**src/rtl/mul16_accum.sv**
```systemverilog
// Mixed-precision dot-product accumulator: sums Q1.6/Q1.14/Q1.30 products into a
// saturating Q.30-aligned accumulator and hands the result off with a valid/ready handshake.
module mul16_accum #(
  parameter int LEN_W = 8,
  parameter int ACC_W = 40
) (
  input  logic             clk,
  input  logic             rst_n,
  input  logic             start,
  input  logic [1:0]       prec,
  input  logic [LEN_W-1:0] vec_len,
  input  logic             abort,
  input  logic [7:0]       q1_6_in,
  input  logic             q1_6_valid,
  input  logic [15:0]      q1_14_in,
  input  logic             q1_14_valid,
  input  logic [31:0]      q1_30_in,
  input  logic             q1_30_valid,
  output logic             busy,
  output logic [ACC_W-1:0] out_data,
  output logic             out_valid,
  input  logic             out_ready,
  output logic             sat_flag,
  output logic             overrun
);

  localparam logic [1:0] S_IDLE  = 2'd0;
  localparam logic [1:0] S_ACCUM = 2'd1;
  localparam logic [1:0] S_DONE  = 2'd2;

  localparam logic [ACC_W-1:0] ACC_MAX = {1'b0, {(ACC_W-1){1'b1}}};
  localparam logic [ACC_W-1:0] ACC_MIN = {1'b1, {(ACC_W-1){1'b0}}};

  logic [1:0]       state_q, state_d;
  logic [ACC_W-1:0] acc_q, acc_d;
  logic [LEN_W-1:0] count_q, count_d;
  logic [LEN_W-1:0] len_q, len_d;
  logic [1:0]       prec_q, prec_d;
  logic             sat_q, sat_d;
  logic             overrun_q, overrun_d;

  logic signed [ACC_W-1:0] term_6, term_14, term_30;
  logic [ACC_W-1:0]        term;
  logic                    term_valid;
  logic [ACC_W:0]          sum;
  logic                    sum_ovf;
  logic [ACC_W-1:0]        sum_sat;
  logic [LEN_W-1:0]        count_inc;

  // Align every precision to a common Q.30 binary point.
  always_comb begin
    term_6  = ACC_W'($signed(q1_6_in)) <<< 24;
    term_14 = ACC_W'($signed(q1_14_in)) <<< 16;
    term_30 = ACC_W'($signed(q1_30_in));
    case (prec_q)
      2'd0: begin
        term       = term_6;
        term_valid = q1_6_valid;
      end
      2'd1: begin
        term       = term_14;
        term_valid = q1_14_valid;
      end
      default: begin
        term       = term_30;
        term_valid = q1_30_valid;
      end
    endcase
    sum       = {acc_q[ACC_W-1], acc_q} + {term[ACC_W-1], term};
    sum_ovf   = sum[ACC_W] != sum[ACC_W-1];
    sum_sat   = sum_ovf ? (sum[ACC_W] ? ACC_MIN : ACC_MAX) : sum[ACC_W-1:0];
    count_inc = count_q + 1'b1;
  end

  always_comb begin
    state_d   = state_q;
    acc_d     = acc_q;
    count_d   = count_q;
    len_d     = len_q;
    prec_d    = prec_q;
    sat_d     = sat_q;
    overrun_d = overrun_q;
    case (state_q)
      S_IDLE: begin
        if (term_valid) overrun_d = 1'b1;
        if (start) begin
          prec_d  = (prec == 2'd3) ? 2'd2 : prec;
          len_d   = vec_len;
          acc_d   = '0;
          count_d = '0;
          sat_d   = 1'b0;
          state_d = (vec_len == '0) ? S_DONE : S_ACCUM;
        end
      end
      S_ACCUM: begin
        // Abort wins over a term arriving in the same cycle.
        if (abort) begin
          state_d = S_IDLE;
          acc_d   = '0;
          count_d = '0;
        end else if (term_valid) begin
          acc_d   = sum_sat;
          sat_d   = sat_q | sum_ovf;
          count_d = count_inc;
          if (count_inc == len_q) state_d = S_DONE;
        end
      end
      S_DONE: begin
        if (term_valid) overrun_d = 1'b1;
        if (out_ready) state_d = S_IDLE;
      end
      default: state_d = S_IDLE;
    endcase
  end

  always_ff @(posedge clk) begin
    if (rst_n) begin
      state_q   <= S_IDLE;
      acc_q     <= '0;
      count_q   <= '0;
      len_q     <= '0;
      prec_q    <= 2'd0;
      sat_q     <= 1'b0;
      overrun_q <= 1'b0;
    end else begin
      state_q   <= state_d;
      acc_q     <= acc_d;
      count_q   <= count_d;
      len_q     <= len_d;
      prec_q    <= prec_d;
      sat_q     <= sat_d;
      overrun_q <= overrun_d;
    end
  end

  assign busy      = (state_q == S_ACCUM);
  assign out_valid = (state_q == S_DONE);
  assign out_data  = acc_q;
  assign sat_flag  = sat_q;
  assign overrun   = overrun_q;

endmodule

```
**config.mk**
```make
export PLATFORM = sky130hd
export DESIGN_NAME = mul16_accum
export DESIGN_NICKNAME = d
export VERILOG_FILES = /design/src/rtl/mul16_accum.sv
export SDC_FILE = /design/constraint.sdc
export NUM_CORES = 1
export LEC_CHECK = 0
export CAP_MARGIN = 5
export CORE_ASPECT_RATIO = 0.75
export CORE_UTILIZATION = 53
export CTS_CLUSTER_SIZE = 28
export DETAILED_ROUTE_END_ITERATION = 8
export HOLD_SLACK_MARGIN = 0.15
export PLACE_DENSITY = 0.82
export SLEW_MARGIN = 5
export SYNTH_ARGS = -nofsm -noshare
export SYNTH_HDL_FRONTEND = slang
export SYNTH_SLANG_ARGS = --single-unit
```
**constraint.sdc**
```tcl
create_clock -name clk -period 4.65 [get_ports clk]
set_input_delay 0.465 -clock clk [delete_from_list [all_inputs] [get_ports clk]]
set_output_delay 0.465 -clock clk [all_outputs]
set_load 0.03 [all_outputs]
```
## Word level (Yosys, flattened, before mapping)

Index checks and enable logic that the tools add are counted.
Widths: inputs -> output; s select.

- Bits in registers: 62
- Output and inout port bits: 44
- Logic and storage cells: 56

- $add $sub $neg: 2
- Equal/unequal tests: 12
- Mux-type cells: 24
- Bitwise operators: 1
- Reduce and logical (&&, ||, !) cells: 10

Operators by type and width:

| operator | count |
|---|---|
| $mux 40 | 5 |
| $pmux 40 s2 | 2 |
| $add 40x40->41 | 1 |
| $mux 8 | 3 |
| $pmux 8 s2 | 1 |
| $mux 2 | 7 |
| $add 8x1->8 const B | 1 |
| $eq 8x8->1 | 1 |
| $logic_not 8->1 | 1 |
| $reduce_and 4->1 | 2 |
| $ne 3x2->1 const B | 2 |
| $pmux 2 s3 | 1 |
| $eq 2x1->1 const B | 2 |
| $eq 2x2->1 const B | 2 |
| $logic_not 2->1 | 2 |
| $ne 2x1->1 const B | 2 |
| $ne 2x2->1 const B | 2 |
| $pmux 1 s2 | 2 |
| $reduce_and 2->1 | 2 |
| $mux 1 | 3 |
| $reduce_and 3->1 | 1 |
| $reduce_bool 2->1 | 1 |
| $reduce_or 2->1 | 1 |
| $ne 1x1->1 | 1 |
| $or 1x1->1 | 1 |

## Logic depth before layout (Yosys ltp)

- Word-level depth: 8
- Depth in mapped cells: 16
- Mapped depth without buffers: 12

## Worst setup path before layout

No wires, ideal clock.

- Path type: register to register
- Start point: register prec_q[0]
- End point: register acc_q[15] (netlist: out_data[15])
- Arrival: 3613 ps
- Required time: 4523 ps
- Slack: 909 ps
- Cell stages (with the launch flop): 15
- Path buffers: 4
- Clock period less this slack: 3741 ps
- Cell sequence: dfxtp_1 buf_1 mux2i_1 o21ai_0 ha_1 buf_4 a21o_1 a21o_1 a221o_1 a31o_2 a21oi_4 xor2_2 buf_4 buf_6 a22oi_1

- Longest elaborated chain between the ends: 8
- Elaborated cells between the ends (all ways): 13

Ends and longest elaborated chain:

| what | RTL line | text |
|---|---|---|
| from (decl) | 38 | `logic [1:0] prec_q, prec_d;` |
| from (signal assigned) | 130 | `prec_q <= prec_d;` |
| $eq 2x1->1 or $logic_not 2->1 (tied branches) | 55 | `case (prec_q)` |
| $pmux 40 s2 | 55 |  |
| $add 40x40->41 | 69 | `sum = {acc_q[ACC_W-1], acc_q} + {term[ACC_W-1], term};` |
| $mux 40 or $ne 1x1->1 (tied branches) | 71, 70 |  |
| $mux 40 | 71 | `sum_sat = sum_ovf ? (sum[ACC_W] ? ACC_MIN : ACC_MAX) : sum[ACC_W-1:0];` |
| $mux 40 | 101 | `end else if (term_valid) begin` |
| $mux 40 | 97 | `if (abort) begin` |
| $pmux 40 s2 | 83 | `case (state_q)` |
| to (signal assigned) | 119 | `acc_q <= '0;` |
| to (signal assigned) | 127 | `acc_q <= acc_d;` |
| to (decl) | 35 | `logic [ACC_W-1:0] acc_q, acc_d;` |

Several ways; a longest one is shown, not always the timed one. The select of a mux whose other input is x is not followed.
A chain may end at the register's enable or synchronous reset.

## Final worst setup path

- Start point: register prec_q[1]
- End point: register acc_q[15] (netlist: out_data[15])

Same word-level chain as after synthesis.

==> metrics.yaml <==
fin_crit_sh_pct: 88.5
cts-buffers-inserted: 9
p_per_area_nw_per_um2: 320
m1WireLength_mm: 7.89
synth_cell_types: 82
clock_skew_ps: 9.54
setup_violations: 0
synth_top_family_by_area: "compound AO/OA/AOI/OAI gates"
r2r_slack_ps: 530
routed-wl-met2_mm: 7.64
hpwl_mm: 13.2
grt_start_max_net_pins: 53
slew_violations: 0
synthTopCellsByArea: "dfxtp_1 (22%), ha_1 (9.2%), nand2_1 (8.1%)"
coreArea_sq_um: 10400
vias: 6169
synth.most_common_cell: "nand2_1"
final_core_util_pct: 69.3
rr_startpoint: "prec_q[1]"
drtIter0Drc: 528
status: "completed"
syn_area_per_cell_sq_um: 7.49
clock.fmax_ghz: 0.243
fp.dieW_um: 122
rr_endpoint: "out_data[15]"
ir_worst_vdd_v: 0.000216
async_reset_ff_share_pct: 0
grt_usage_pct: 31.4
gp_congestion: 0.963
ios: 118
synth_nets: 881
top_layer_used: "met4"
syn_to_final_growth_pct: 26.1
antenna_cells: 0
worstSetupStartpoint: "prec_q[1]"
synth_area_sq_um: 5720
cp.required_ps: 4830
drc: 0
synth_top_area_share_pct: 21.7
cts.reportedPaths.clkPinSlew_ps: 60
synth-compound-area-share_pct: 32.6
chipHeight_um: 92.0
antenna_found_initial: 0
finalSetupTns_ps: 0
clk_path_buf_depth: 2
end_kind: "flip-flop"
fp.dieArea_sq_um: 11200
synthTopCellsByCount: "nand2_1 (124), a21oi_1 (89), dfxtp_1 (62)"
hp-class: "reg -> reg"
start_util_pct: 55.0
cts_hold_buf: 0
synth_simple_gate_area_share_pct: 22.5
ys_ff_latch: 62
dr.pass1.iters: 5
clk_latency_ps: 340
cts_resized: 0
cap_violations: 0
rr_worst_depth: 14
fin_crit_ps: 4120
rows: 32
num-nets-final: 978
grt_pass1_vias: 5719
synth_edf_count: 0
antenna_left: 0
hold_viol: 0
cts_tree: "yes"
synth_area_leader_cell: "dfxtp_1"
grt_overflow_total: 0
root_buffer: "clkbuf_16"
synth_xor_area_share_pct: 6.10
io_buffers: 117
wl_met3_mm: 1.67
htreeDepth: 3
rsz0062_at_grt: "false"
cts_sinks: 62
drt-vias-per-instance: 6.16
tightest_slew_ps: 820
routed_wl_mm: 17.5
synthCells: 764
slew_headroom_pct: 44.7
drt-wirelength-per-cell_um: 17.4
drive_gt1_share_pct: 6.00
worstSetupPathType: "reg -> reg"
power.leakage_nw: 2.82
grt_pass1_wl_mm: 27.9
ys_seq_area_share_pct: 21.7
startpoint_type: "flip-flop"
cp_data_arrival_time_ps: 4300
synthAdderAreaFrac_pct: 9.53
synth_top_flop_cell: "dfxtp_1"
synth_mux_area_share_pct: 2.32
crit_fanout: 44
crit_end: "out_data[15]"
cts_setup_buffers: 0
yosys_warnings: 0
placed cells by master, fill, tap and decap left out, types with 4 or more instances in the layout:
cell type	synthesis	routed
a211oi_1	9	9
xor2_1	15	15
dfxtp_1	62	62
o31a_1	4	4
buf_4	5	10
clkbuf_16	0	9
and3_1	4	4
nor2b_1	8	8
o21bai_1	4	4
inv_1	17	17
and2_1	21	21
a21oi_1	89	89
nand3_1	14	14
or3_1	6	6
ha_1	42	42
mux2i_1	11	11
nand2b_1	4	4
a31oi_1	5	5
a22oi_1	34	34
o21ai_0	43	43
clkdlybuf4s50_1	0	117
o21a_1	12	12
nor2_1	42	42
a22o_1	8	8
nor3_1	11	11
a21o_1	12	12
xnor2_1	23	23
a21boi_0	6	6
nand2_1	124	124
o211ai_1	6	6
nand4_1	9	9
a221oi_1	9	9
report_power, final:
| part | switching [mW] | internal [mW] | leakage (nW) |
|---|---|---|---|
| Clock | 0.277 | 0.395 | 0.139 |
| Sequential | 0.0514 | 0.576 | 0.502 |
| Combinational | 0.610 | 0.397 | 2.18 |
stage by stage:
stage          hold WS (ps)  instances  area [sq um]  power, mW  setup WS, ps
6_report                470       1002          7220       2.31           534
5_1_grt                 495       1002          7220       2.44           284
4_1_cts                 469       1002          7220       2.29           604
3_5_place_dp            462        986          6920       1.62           488
3_3_place_gp            459        986          6920       1.60           619
2_1_floorplan           448        764          5720       1.36           909
layer usage:
metal	GRT usage (%)	up-vias
li1	-	3011
met1	43.1	2827
met2	49.2	303
met3	6.34	28
met4	9.36	0
met5	0	-
how the worst min path moves through the flow:
stage / depth (start not counted) / from / end
2_1_floorplan: 2 / len_q[0] / len_q[0]
5_1_grt: 2 / len_q[3] / len_q[3]
3_3_place_gp: 2 / len_q[7] / len_q[7]
3_5_place_dp: 2 / len_q[7] / len_q[7]
4_1_cts: 2 / len_q[7] / len_q[7]
6_report: 2 / len_q[7] / len_q[7]
area by class of cell:
type	count	area [sq um]
multi-input combinational	643	4180
timing repair buffer	128	1270
tap	136	170
clock inverter	5	41.3
sequential	62	1240
fill	890	3190
inverter	17	63.8
clock buffer	11	253
sequential cells by signal, summed over array words and instances, names as in the netlist:
name / flops
out_data: 40
count_q: 8
len_q: 8
prec_q: 2
state_q: 2
overrun: 1
sat_flag: 1
kinds of logic after synthesis:
family                     count (synthesis)
and+or+nand+nor                          269
muxes                                     13
AOI/OAI and AO/OA                        279
DFF                                       62
adders and majority gates                 43
buffers and inverters                     59
xor gates and xnor gates                  39
critical path, cell delays in order (launching register included):
cell and delay [ps]:
dfxtp_1 330, buf_4 380, and2_1 200, ha_1 200, inv_1 70, fa_1 400
nor2b_1 180, o2111ai_1 240, a31oi_1 480, o211ai_2 170, a211oi_1 410, o31a_2 250
xor2_2 190, buf_4 330, a22oi_1 120
Note: power is estimated with default switching activity, not from simulation.
